[config.mk]
export PLATFORM = sky130hd
export DESIGN_NAME = buffer_write_multibank_addr_gen
export DESIGN_NICKNAME = d
export VERILOG_FILES = /design/src/rtl/buffer_write_multibank_addr_gen.sv
export SDC_FILE = /design/constraint.sdc
export NUM_CORES = 1
export LEC_CHECK = 0
export CAP_MARGIN = 20
export CORE_ASPECT_RATIO = 0.7
export CORE_MARGIN = 5
export CORE_UTILIZATION = 68
export DETAILED_ROUTE_END_ITERATION = 10
export DONT_BUFFER_PORTS = 1
export GPL_TIMING_DRIVEN = 0
export MAX_ROUTING_LAYER = met4
export PLACE_DENSITY = 0.91
export SLEW_MARGIN = 10
export SYNTH_ARGS = -nofsm -noshare
export SYNTH_HDL_FRONTEND = slang
export SYNTH_SLANG_ARGS = --single-unit
[constraint.sdc]
create_clock -name clk -period 4.9 [get_ports clk]
set_clock_uncertainty 0.2 [all_clocks]
set_input_delay 0 -clock clk [delete_from_list [all_inputs] [get_ports clk]]
set_output_delay 0 -clock clk [all_outputs]
set_load 0.05 [all_outputs]
[src/rtl/buffer_write_multibank_addr_gen.sv]
// Multi-bank write address generator: counts accepted beats per bank, rotates banks, stalls on unreleased banks.
// Optional sticky overflow detection is built when BUFFER_WRADDR_OVERFLOW_DETECT_EN is defined.
module buffer_write_multibank_addr_gen #(
    parameter int ADDR_WIDTH  = 10,
    parameter int COUNT_WIDTH = 16,
    parameter int NUM_BANKS   = 2,
    localparam int BANK_W     = $clog2(NUM_BANKS)
) (
    input  logic                   clk,
    input  logic                   reset_n,
    input  logic                   start_i,
    input  logic                   clear_i,
    input  logic                   count_up_i,
    input  logic [ADDR_WIDTH-1:0]  limit_i,
    input  logic                   bank_release_i,
    output logic [COUNT_WIDTH-1:0] global_count_o,
    output logic [ADDR_WIDTH-1:0]  addr_o,
    output logic [BANK_W-1:0]      bank_o,
    output logic                   we_o,
    output logic                   half_pass_o,
    output logic                   bank_full_o,
    output logic [NUM_BANKS-1:0]   bank_ready_o,
    output logic                   stall_o,
    output logic                   overflow_o
);

    localparam logic [1:0] ST_IDLE = 2'd0;
    localparam logic [1:0] ST_FILL = 2'd1;
    localparam logic [1:0] ST_WAIT = 2'd2;

    localparam logic [ADDR_WIDTH:0] FULL_LIMIT = {1'b1, {ADDR_WIDTH{1'b0}}};
    localparam logic [BANK_W-1:0]   LAST_BANK  = BANK_W'(NUM_BANKS - 1);

    logic [1:0]             state_reg, state_next;
    logic [ADDR_WIDTH:0]    limit_reg;
    logic [COUNT_WIDTH-1:0] count_reg;
    logic [ADDR_WIDTH-1:0]  addr_reg;
    logic [BANK_W-1:0]      bank_reg, rd_bank_reg;
    logic [BANK_W-1:0]      bank_succ, rd_bank_succ;
    logic [NUM_BANKS-1:0]   ready_reg, ready_next;
    logic [NUM_BANKS-1:0]   release_hit, set_hit, ready_after_rel;
    logic                   full_pulse_reg;
    logic                   accept, last_beat, complete, release_ok;

    assign we_o      = count_up_i & (state_reg == ST_FILL);
    assign stall_o   = (state_reg == ST_WAIT);
    assign accept    = we_o;
    assign last_beat = ({1'b0, addr_reg} == (limit_reg - (ADDR_WIDTH+1)'(1)));
    assign complete  = accept & last_beat;

    // Releases only ever free the oldest full bank; a release with nothing full is a no-op.
    assign release_ok = bank_release_i & (state_reg != ST_IDLE) & ready_reg[rd_bank_reg];

    assign bank_succ    = (bank_reg == LAST_BANK) ? '0 : bank_reg + 1'b1;
    assign rd_bank_succ = (rd_bank_reg == LAST_BANK) ? '0 : rd_bank_reg + 1'b1;

    // Release is applied before the completion set, so a same-index collision leaves the flag set.
    genvar gi;
    generate
        for (gi = 0; gi < NUM_BANKS; gi++) begin : g_bank
            assign release_hit[gi]     = release_ok & (rd_bank_reg == BANK_W'(gi));
            assign set_hit[gi]         = complete & (bank_reg == BANK_W'(gi));
            assign ready_after_rel[gi] = ready_reg[gi] & ~release_hit[gi];
            assign ready_next[gi]      = ready_after_rel[gi] | set_hit[gi];
        end
    endgenerate

    always_comb begin
        state_next = ST_IDLE;
        case (state_reg)
            ST_FILL: begin
                state_next = ST_FILL;
                if (complete && ready_after_rel[bank_succ])
                    state_next = ST_WAIT;
            end
            ST_WAIT: begin
                state_next = ST_WAIT;
                if (!ready_reg[bank_reg])
                    state_next = ST_FILL;
            end
            default: state_next = ST_IDLE;
        endcase
    end

    always_ff @(posedge clk or negedge reset_n) begin
        if (!reset_n) begin
            state_reg      <= ST_IDLE;
            limit_reg      <= FULL_LIMIT;
            count_reg      <= '0;
            addr_reg       <= '0;
            bank_reg       <= '0;
            rd_bank_reg    <= '0;
            ready_reg      <= '0;
            full_pulse_reg <= 1'b0;
        end else if (clear_i) begin
            state_reg      <= ST_IDLE;
            count_reg      <= '0;
            addr_reg       <= '0;
            bank_reg       <= '0;
            rd_bank_reg    <= '0;
            ready_reg      <= '0;
            full_pulse_reg <= 1'b0;
        end else if (start_i) begin
            state_reg      <= ST_FILL;
            limit_reg      <= (limit_i == '0) ? FULL_LIMIT : {1'b0, limit_i};
            count_reg      <= '0;
            addr_reg       <= '0;
            bank_reg       <= '0;
            rd_bank_reg    <= '0;
            ready_reg      <= '0;
            full_pulse_reg <= 1'b0;
        end else begin
            state_reg      <= state_next;
            ready_reg      <= ready_next;
            full_pulse_reg <= complete;
            if (release_ok)
                rd_bank_reg <= rd_bank_succ;
            if (accept) begin
                count_reg <= count_reg + 1'b1;
                if (last_beat) begin
                    addr_reg <= '0;
                    bank_reg <= bank_succ;
                end else begin
                    addr_reg <= addr_reg + 1'b1;
                end
            end
        end
    end

`ifdef BUFFER_WRADDR_OVERFLOW_DETECT_EN
    logic overflow_reg;

    always_ff @(posedge clk or negedge reset_n) begin
        if (!reset_n)
            overflow_reg <= 1'b0;
        else if (clear_i || start_i)
            overflow_reg <= 1'b0;
        else if (count_up_i && (state_reg != ST_FILL))
            overflow_reg <= 1'b1;
    end

    assign overflow_o = overflow_reg;
`else
    assign overflow_o = 1'b0;
`endif

    assign global_count_o = count_reg;
    assign addr_o         = addr_reg;
    assign bank_o         = bank_reg;
    assign bank_ready_o   = ready_reg;
    assign bank_full_o    = full_pulse_reg;
    assign half_pass_o    = ({1'b0, addr_reg} >= (limit_reg >> 1));

endmodule

==> flow_metrics.tcl <==
set metrics [dict create \
    slew_headroom 0.359 \
    finalSetupViolCount 0 \
    maxSlewViolCount 0 \
    ioPinCount 50 \
    drv_cap 0 \
    ys.flop_type "dfrtp_1" \
    h-tree-depth 2 \
    clk_latency_ns 0.29 \
    critPathLaunch "limit_reg[2]" \
    synth_cell_types 56 \
    use_met2 0.420 \
    synth_edf_count 0 \
    rsz0062_at_grt "false" \
    power.density_mw_per_mm2 245 \
    fin_crit_ns 3.33 \
    cts_buffers 5 \
    grtUsageMet3 0.0751 \
    finalNonFillerCells 378 \
    crit_chain "or4_1 -> or3_4 -> a2111oi_4 -> nand4_2 -> or2_4 -> a2bb2oi_1 -> dlygate4sd3_1" \
    dieHeight_um 62.8 \
    required_ns 4.88 \
    antenna_found_initial 0 \
    io_buffers 0 \
    r2r-start "limit_reg[2]" \
    layout_common_cells "dfrtp_1, nand2_1, nor2_1, o21ai_0, dlygate4sd3_1" \
    grt-ovfl-total 0 \
    min_period_over_period 0.680 \
    row_count 19 \
    diodes 0 \
    clock_power_share 0.289 \
    switchingPower_w 0.000228 \
    cp_max_fo 7 \
    fin_area_mm2 0.00309 \
    dp.cells 349 \
    cts.sinks 44 \
    synth-async-reset-ratio 1.00 \
    hold_path.class "primary input to asynchronous set/reset pin" \
    dp_hpwl_um 4490 \
    finalPower_w 0.000758 \
    power_frac_comb 0.188 \
    gp_congestion 0.861 \
    ys_ff_latch 44 \
    layout_commonest_cell "dfrtp_1" \
    status "complete, no violations" \
    clk_path_buf_depth 2 \
    cts_root_buf "clkbuf_8" \
    crit_end "state_reg[0]" \
    drt_iter0_drc 228 \
    post-route-util 0.797 \
    die_w_um 85.4 \
    fmax_ghz 0.300 \
    rr_endpoint "state_reg[0]" \
    rrSetupSlack_ns 1.57 \
    grt.busiest_layer "met2" \
    worstSetupStartpointType "register" \
    grt.met1_usage 0.365 \
    end_kind "register" \
    grt_pass1_vias 2404 \
    p_leak_nw 1.29 \
    grt_max_degree 45 \
    avgSynthCellArea_um2 9.11 \
    worst-r2r-cell-count 7 \
    drt_wl_total_um 6870 \
    largest_reg_flops 16 \
    area_growth_pct 14.2 \
    criticalPathCategory "register to register" \
    drt_first_pass_iters 5 \
    cts_tree "built" \
    final.setup.tns_ns 0 \
    wl_per_cell_um 18.2 \
    synth_area_mm2 0.00271 \
    syn-num-nets 329 \
    worst_pin_slew_ns 0.954 \
    cp.arrival_ns 3.31 \
    p_int_w 0.000530 \
    swShare 0.301 \
    initial_core_util 0.698 \
    dpl-instance-area_mm2 0.00277 \
    final_nets 358 \
    postRouteAntennaNets 0 \
    netlist_instances 297 \
    core_area_mm2 0.00387 \
    cp_slowest_cell "dlygate4sd3_1" \
    drive_above_1_share 0.0706 \
    vdd_ir_drop_max_mv 0.180 \
    cpPeakStageDelay_ns 0.58 \
    dieArea_mm2 0.00536 \
    finalHoldViolations 0 \
    ys_seq_area_frac 0.407 \
    drc_errors 0 \
    seqPwrFrac 0.523 \
    yosys_warnings 0 \
    grt_pass1_wl_um 11700 \
    vias_per_cell 6.31 \
    grt_usage 0.279 \
    dr_total_vias 2386 \
    path_clk_slew_ns 0.08 \
]
power by group through the flow:
stage | combinational, W | sequential (W) | clock, W
after floorplan | 0.0000906 | 0.000397 | 0
after global placement | 0.000107 | 0.000401 | 0
after detailed placement | 0.000112 | 0.000401 | 0
after CTS | 0.000138 | 0.000394 | 0.000220
after global routing | 0.000157 | 0.000397 | 0.000243
final | 0.000142 | 0.000396 | 0.000219
layout make-up:
cell class                 instances  area, um2
multi-input combinational        225       1490
sequential                        44       1100
fill                             220        786
timing repair buffer              22        238
inverter                          19       71.3
clock buffer                       5       68.8
tap                               52       65.1
buffer                             9       37.5
clock inverter                     2       12.5
synthesized netlist by cell type (5+ instances only):
master | instances | area share
a21oi_1 | 10 | 0.019
clkbuf_1 | 8 | 0.011
dfrtp_1 | 43 | 0.40
ha_1 | 16 | 0.074
inv_1 | 18 | 0.025
nand2_1 | 33 | 0.046
nand3_1 | 8 | 0.015
nand4_1 | 7 | 0.016
nor2_1 | 28 | 0.039
nor4_1 | 5 | 0.012
o21ai_0 | 23 | 0.043
or3_1 | 7 | 0.016
xnor2_1 | 12 | 0.039
xor2_1 | 15 | 0.049
worst max-delay path, delay by kind of cell, from the launching register on:
| kind | cells | cell delay, ns |
|---|---|---|
| buffers and inverters | 1 | 0.58 |
| AOI/OAI and AO/OA | 2 | 0.51 |
| and+or+nand+nor | 4 | 1.45 |
| DFF | 1 | 0.48 |
how the worst min path moves through the flow:
stage               slack [ns]     from  depth (start not counted)           end
global placement         -0.49  reset_n                          0  limit_reg[1]
finish                    0.01  reset_n                          2     addr_o[2]
CTS                      0.009  reset_n                          2     addr_o[2]
floorplan                -0.50  reset_n                          0     addr_o[0]
detailed placement       -0.49  reset_n                          0  limit_reg[3]
global route              0.03  reset_n                          2     addr_o[2]
layer usage:
layer / up-vias / part of all wire
met5: - / 0
met4: 0 / 0.021
met2: 137 / 0.47
li1: 1102 / -
met3: 16 / 0.094
met1: 1131 / 0.42
cells by family after synthesis:
| logic type | Yosys count | share of synthesized area |
|---|---|---|
| and+or+nand+nor | 120 | 0.230 |
| AOI/OAI and AO/OA | 60 | 0.155 |
| DFF | 44 | 0.407 |
| buffers and inverters | 28 | 0.0402 |
| xor gates and xnor gates | 27 | 0.0874 |
| adders and majority gates | 16 | 0.0740 |
| other | 1 | 0.00139 |
| muxes | 1 | 0.00370 |
timing repair:
item	CTS	global route
hold endpoints to repair	73	0
resized for setup	0	0
hold buffers	22	0
setup buffers	0	0
per-stage QoR:
stage / hold slack [ns] / setup WS (ns)
finish: 0.0146 / 1.57
global route: 0.0348 / 1.43
CTS: 0.00861 / 1.62
detailed placement: -0.494 / 2.09
global placement: -0.494 / 1.86
floorplan: -0.496 / 2.08
Power figures use the tool's default switching activity.
